<file path="src/rtl/race_pkg.sv">
// rtl/race_pkg.sv - shared state encoding, key codes and helpers for the race sequencer
package race_pkg;

  localparam int POS_W = 11;

  typedef enum logic [1:0] {
    ST_IDLE  = 2'd0,
    ST_COUNT = 2'd1,
    ST_RACE  = 2'd2,
    ST_DONE  = 2'd3
  } state_t;

  localparam logic [3:0] KEY_NONE = 4'b0000;
  localparam logic [3:0] ARROW_UP = 4'b0001;

  // Frame timer that sticks at all-ones instead of wrapping back to zero.
  function automatic logic [15:0] sat_inc16(input logic [15:0] v);
    return (v == 16'hFFFF) ? v : v + 16'd1;
  endfunction

endpackage

</file>
<file path="src/rtl/zone_hit.sv">
// rtl/zone_hit.sv - inclusive rectangular zone test on an unsigned x/y position
module zone_hit
  import race_pkg::*;
#(
  parameter logic [POS_W-1:0] X0 = '0,
  parameter logic [POS_W-1:0] X1 = '0,
  parameter logic [POS_W-1:0] Y0 = '0,
  parameter logic [POS_W-1:0] Y1 = '0
) (
  input  logic [POS_W-1:0] x,
  input  logic [POS_W-1:0] y,
  output logic             hit
);

  // Offset-from-lower-bound form: (v - lo) wraps large when v < lo, so a single
  // unsigned compare against the span covers both bounds (assumes lo <= hi).
  localparam logic [POS_W-1:0] X_SPAN = X1 - X0;
  localparam logic [POS_W-1:0] Y_SPAN = Y1 - Y0;

  logic [POS_W-1:0] x_off;
  logic [POS_W-1:0] y_off;

  // Combinational box membership.
  always_comb begin
    x_off = x - X0;
    y_off = y - Y0;
    hit   = (x_off <= X_SPAN) && (y_off <= Y_SPAN);
  end

endmodule

</file>
<file path="src/rtl/race_ctl.sv">
// rtl/race_ctl.sv - race sequencer: start key, 3-2-1 countdown, lap counting and race timing
module race_ctl
  import race_pkg::*;
#(
  parameter int               FRAMES_PER_SEC = 60,
  parameter int               LAPS           = 3,
  parameter logic [3:0]       KEY_START      = ARROW_UP,
  parameter logic [POS_W-1:0] CP_X0          = 11'd400,
  parameter logic [POS_W-1:0] CP_X1          = 11'd420,
  parameter logic [POS_W-1:0] CP_Y0          = 11'd0,
  parameter logic [POS_W-1:0] CP_Y1          = 11'd150,
  parameter logic [POS_W-1:0] FL_X0          = 11'd100,
  parameter logic [POS_W-1:0] FL_X1          = 11'd120,
  parameter logic [POS_W-1:0] FL_Y0          = 11'd0,
  parameter logic [POS_W-1:0] FL_Y1          = 11'd150
) (
  input  logic             pclk,
  input  logic             rst,
  input  logic             vsync_tick,
  input  logic [3:0]       key,
  input  logic [POS_W-1:0] xpos,
  input  logic [POS_W-1:0] ypos,
  output logic             car_rst,
  output logic             car_en,
  output logic [1:0]       state,
  output logic [1:0]       countdown,
  output logic [3:0]       lap,
  output logic [15:0]      race_time,
  output logic             finished
);

  localparam int               CNT_W      = (FRAMES_PER_SEC > 1) ? $clog2(FRAMES_PER_SEC) : 1;
  localparam logic [CNT_W-1:0] FRAME_LAST = CNT_W'(FRAMES_PER_SEC - 1);
  localparam logic [3:0]       LAPS_W     = 4'(LAPS);

  state_t           st;
  logic [CNT_W-1:0] frame_cnt;
  logic             cp_seen;
  logic             released;
  logic             cp_hit;
  logic             fl_hit;
  logic             start;
  logic [3:0]       lap_inc;

  zone_hit #(.X0(CP_X0), .X1(CP_X1), .Y0(CP_Y0), .Y1(CP_Y1)) u_cp_zone (
    .x   (xpos),
    .y   (ypos),
    .hit (cp_hit)
  );

  zone_hit #(.X0(FL_X0), .X1(FL_X1), .Y0(FL_Y0), .Y1(FL_Y1)) u_fl_zone (
    .x   (xpos),
    .y   (ypos),
    .hit (fl_hit)
  );

  // Start key is honoured in IDLE, and in DONE only after the key has been let go once.
  always_comb begin
    start   = (key == KEY_START) && ((st == ST_IDLE) || ((st == ST_DONE) && released));
    lap_inc = lap + 4'd1;
  end

  // Race FSM with countdown, lap and timer registers; all outputs come straight from flops.
  always_ff @(posedge pclk) begin
    if (rst) begin
      st        <= ST_IDLE;
      car_rst   <= 1'b1;
      car_en    <= 1'b0;
      countdown <= 2'd0;
      lap       <= 4'd0;
      race_time <= 16'd0;
      finished  <= 1'b0;
      frame_cnt <= '0;
      cp_seen   <= 1'b0;
      released  <= 1'b0;
    end else if (start) begin
      st        <= ST_COUNT;
      car_rst   <= 1'b1;
      car_en    <= 1'b0;
      countdown <= 2'd3;
      lap       <= 4'd0;
      race_time <= 16'd0;
      finished  <= 1'b0;
      frame_cnt <= '0;
      cp_seen   <= 1'b0;
      released  <= 1'b0;
    end else begin
      car_en <= 1'b0;
      case (st)
        ST_IDLE: begin
          car_rst   <= 1'b1;
          finished  <= 1'b0;
          countdown <= 2'd0;
        end
        ST_COUNT: begin
          car_rst <= 1'b1;
          if (vsync_tick) begin
            if (frame_cnt == FRAME_LAST) begin
              frame_cnt <= '0;
              if (countdown == 2'd1) begin
                st        <= ST_RACE;
                countdown <= 2'd0;
                car_rst   <= 1'b0;
              end else begin
                countdown <= countdown - 2'd1;
              end
            end else begin
              frame_cnt <= frame_cnt + 1'b1;
            end
          end
        end
        ST_RACE: begin
          car_rst <= 1'b0;
          car_en  <= vsync_tick;
          if (vsync_tick) begin
            race_time <= sat_inc16(race_time);
            // Finish only counts after the checkpoint; uses the pre-tick flag.
            if (fl_hit && cp_seen) begin
              lap     <= lap_inc;
              cp_seen <= 1'b0;
              if (lap_inc == LAPS_W) begin
                st       <= ST_DONE;
                finished <= 1'b1;
              end
            end
            // Later assignment wins, so an overlapping checkpoint re-arms the flag.
            if (cp_hit) begin
              cp_seen <= 1'b1;
            end
          end
        end
        ST_DONE: begin
          car_rst  <= 1'b0;
          finished <= 1'b1;
          if (key == KEY_NONE) begin
            released <= 1'b1;
          end
        end
        default: begin
          st        <= ST_IDLE;
          car_rst   <= 1'b1;
          finished  <= 1'b0;
          countdown <= 2'd0;
        end
      endcase
    end
  end

  assign state = st;

endmodule

</file>
<file path="config.mk">
export PLATFORM = sky130hd
export DESIGN_NAME = race_ctl
export DESIGN_NICKNAME = d
export VERILOG_FILES = /design/src/rtl/race_pkg.sv /design/src/rtl/zone_hit.sv /design/src/rtl/race_ctl.sv
export SDC_FILE = /design/constraint.sdc
export NUM_CORES = 1
export LEC_CHECK = 0
export ABC_CLOCK_PERIOD_IN_PS = 2940
export CELL_PAD_IN_SITES_DETAIL_PLACEMENT = 1
export CELL_PAD_IN_SITES_GLOBAL_PLACEMENT = 1
export CORE_MARGIN = 2
export CORE_UTILIZATION = 36
export CTS_CLUSTER_SIZE = 10
export DETAILED_ROUTE_END_ITERATION = 16
export PLACE_DENSITY_LB_ADDON = 0.15
export SLEW_MARGIN = 5
export SYNTH_ARGS = -nofsm -noshare
export SYNTH_HDL_FRONTEND = slang
export SYNTH_HIERARCHICAL = 1
export SYNTH_SLANG_ARGS = --single-unit
export TNS_END_PERCENT = 100
</file>
<file path="constraint.sdc">
create_clock -name pclk -period 2.94 [get_ports pclk]
set_input_delay 0.735 -clock pclk [delete_from_list [all_inputs] [get_ports pclk]]
set_output_delay 0.735 -clock pclk [all_outputs]
set_load 0.05 [all_outputs]
</file>
==> results of run 1 <==
==> routing by layer <==
layer / vias to the layer above / wire (um) / track usage
li1: 1184 / - / -
met5: - / 0 / 0
met2: 46 / 3050 / 0.335
met3: 7 / 219 / 0.0402
met1: 1127 / 3020 / 0.253
met4: 0 / 70 / 0.0550
==> power breakdown <==
part | switching, W | internal [W]
logic | 0.0000650 | 0.0000706
clock network | 0.000181 | 0.000166
registers | 0.00000190 | 0.000476
total | 0.000248 | 0.000713
==> timing repair <==
item | in CTS | in global routing
pin swaps | 1 | 3
endpoints found under the hold margin | 0 | 0
setup endpoints to repair | 2 | 7
resized for setup | 4 | 5
==> worst min-delay path, stage by stage, from the launching register on <==
cell	delay, ns
dfxtp_1	0.33
nand2_1	0.06
a21oi_1	0.05
==> how the worst max path moves through the flow <==
stage             from        to  slack, ns  depth (start not counted)
4_1_cts        xpos[2]  finished       0.03                         11
6_report       xpos[3]  finished       0.25                         10
3_3_place_gp   xpos[3]    lap[1]      -0.33                         10
3_5_place_dp   xpos[3]    lap[1]      -0.40                         10
5_1_grt        xpos[3]  finished       0.07                         10
2_1_floorplan  xpos[2]    lap[1]       0.30                         10
==> synthesized netlist by cell type (all sizes together), types with 2 or more instances <==
library cell,n
nor4b,2
dfxtp,35
xnor2,3
o22ai,4
ha,9
nand4b,2
xor2,2
o211ai,3
o31a,2
nand3b,3
and4b,2
clkbuf,3
a221oi,2
inv,10
nor2b,3
a31oi,3
buf,7
a21oi,18
nand3,14
and2,3
o21ai,13
nand4,6
nor2,19
or3,7
or3b,3
or4b,3
and3b,2
nand2,24
and3,6
a211oi,7
nor3,6
nor4,10
or4,7
o31ai,5
mux2i,2
==> sequential cells by signal, summed over array words and instances, names as in the netlist <==
signal and cells:
countdown 2, car_rst 1, state 2, finished 1, frame_cnt 6, car_en 1
released 1, cp_seen 1, race_time 16, lap 4
==> final cells by class <==
class,instances,area [sq um]
Clock buffer,7,76.3
Sequential cell,35,701
Timing Repair Buffer,73,687
Fill cell,743,2890
Inverter,10,37.5
Clock inverter,1,5.00
Multi-Input combinational cell,216,1430
Tap cell,75,93.8
==> stage by stage <==
step | worst slack, ns | setup TNS [ns] | total power [W] | area [sq um]
after CTS | 0.0305 | 0 | 0.000973 | 3020
after floorplan | 0.301 | 0 | 0.000543 | 2210
final | 0.247 | 0 | 0.000961 | 3030
after global routing | 0.0700 | 0 | 0.00100 | 3030
after detailed placement | -0.396 | -2.12 | 0.000623 | 2930
after global placement | -0.328 | -1.79 | 0.000620 | 2930
==> kinds of logic after synthesis <==
kind of cell	count (synthesis)
buffers and inverters	20
adders and majority gates	9
muxes	3
and+or+nand+nor	127
AOI/OAI and AO/OA	72
DFF	35
xor gates and xnor gates	5
==> flow_summary.ini, run 1 <==
[sta]
hold_slack_ns = 0.479
timing.final.crit_share = 0.916
fmax_mhz = 371
hold_viol = 0
skew_ns = 0.00719
rsz0062_at_grt = no
slew_viol_final = 0
period_minus_slack_ns = 2.69
timing.slew.headroom = 0.659
worstMarginPinSlew_ns = 0.511
setup_viol = 0

[floorplanning]
initial_core_util = 0.373
num_rows = 28
die_y_um = 82.4
core_area_sq_mm = 0.00592
die_w_um = 82.4
die_area_sq_mm = 0.00678
io_pins = 56

[setup_path]
crit_slowest_cell = or4_1
arrival_ns = 2.93
regToRegSetupSlack_ns = 1.06
cp_num_buf_inv = 2
critical_path_class = input port to register
reg2reg_to = race_time[4]
reg2reg_depth = 4
max_stage_delay_ns = 0.51
cp_top_family = simple AND/OR/NAND/NOR gates
timing.rr.start = race_time[0]
path_cells = dlygate4sd2_1 > buf_4 > or4_1 > a222oi_1 > a21oi_1 > and4b_1 > nand3_1 > or2_2 > o22ai_2 > o31a_1
cp-start-kind = input port
worstPathRequired_ns = 3.18
setup.worst_path.end_class = register
cp_max_fo = 6

[synthesis]
synth_cells = 271
synth_compound_area_frac = 0.216
synth_area_per_cell_sq_um = 8.16
synth_top_family_by_area = simple AND/OR/NAND/NOR gates
syn_nets = 309
synth_cell_types = 63
synth_flop_cell = dfxtp_1
synthTopCellsByArea = dfxtp_1 32%, ha_1 5.1%, a21oi_1 4.1%, nand2_1 4.1%, nor2_1 3.2%
postSynth.asyncResetShare = 0
netlist_area_sq_mm = 0.00221
synth-simple-area-share = 0.337
synth_edf_count = 0
yosys_warnings = 6
synth_largest_area_cell = dfxtp_1
synth_seq_cells = 35
synth_xor_area_frac = 0.0198
muxShareOfSynthArea = 0.0141
yosys.area_share.adder = 0.0509
synth-seq-area-share = 0.317
synthDominantCellAreaShare = 0.317

[route]
ant_nets = 0
drcViolationCount = 0
wl_um = 6360
drt-wirelength-per-cell_um = 15.3
vias = 2364
first_pass_iters = 4
viasPerCell = 5.67
first_iter_violations = 90

[pwr]
leakage_nw = 1.08
p_per_area_mw_per_mm2 = 317
peakVddDrop_uv = 146

[clock_network]
cts_num_sinks = 35
cts_hold_buf = 0
clk_latency_ns = 0.29
path_clk_slew_ns = 0.07
cts_buffer_depth = 2
cts_tree = done
cts_root_buffer = clkbuf_8
htreeDepth = 2
post_cts_buffers = 0
cts_buffers = 5

[placed_design]
dp_cells = 409
place.gp.congestion = 0.806
dpl.hpwl_um = 4760
portBuffers = 55

[final_layout]
drive_above_1_share = 0.114
final_util = 0.512
nNetsFinal = 379
antennaDiodeCount = 0
layout_common_cells = 53 x clkdlybuf4s50_1, 35 x dfxtp_1, 24 x nand2_1, 19 x nor2_1
layout_commonest_cell = clkdlybuf4s50_1
stdcell_count = 417
synthToLayoutAreaGrowth_pct = 37.2

[global_route]
antenna_found_initial = 0
grt_pass1_vias = 2290
grt_util_all_layers = 0.197
grt_first_pass_wirelength_um = 10500
grt_start_max_net_pins = 20
globalRouteOverflowTotal = 0

[hold_path]
worstHoldStart = frame_cnt[1]
worstHoldPathType = register to register
hold_path_depth = 2
worstHoldEndpoint = frame_cnt[1]

[status]
outcome = finished, final reports clean

[flow_run]
cap_viol_max_count = 0
Note: power is estimated with default switching activity, not from simulation.
==> run 2: changes to the inputs <==
CTS_CLUSTER_SIZE = unset   (was 10)
HOLD_SLACK_MARGIN = 0.08   (was unset)
==> results of run 2 <==
Same layout as run 1: the final DEF is identical, and so are final timing and power.
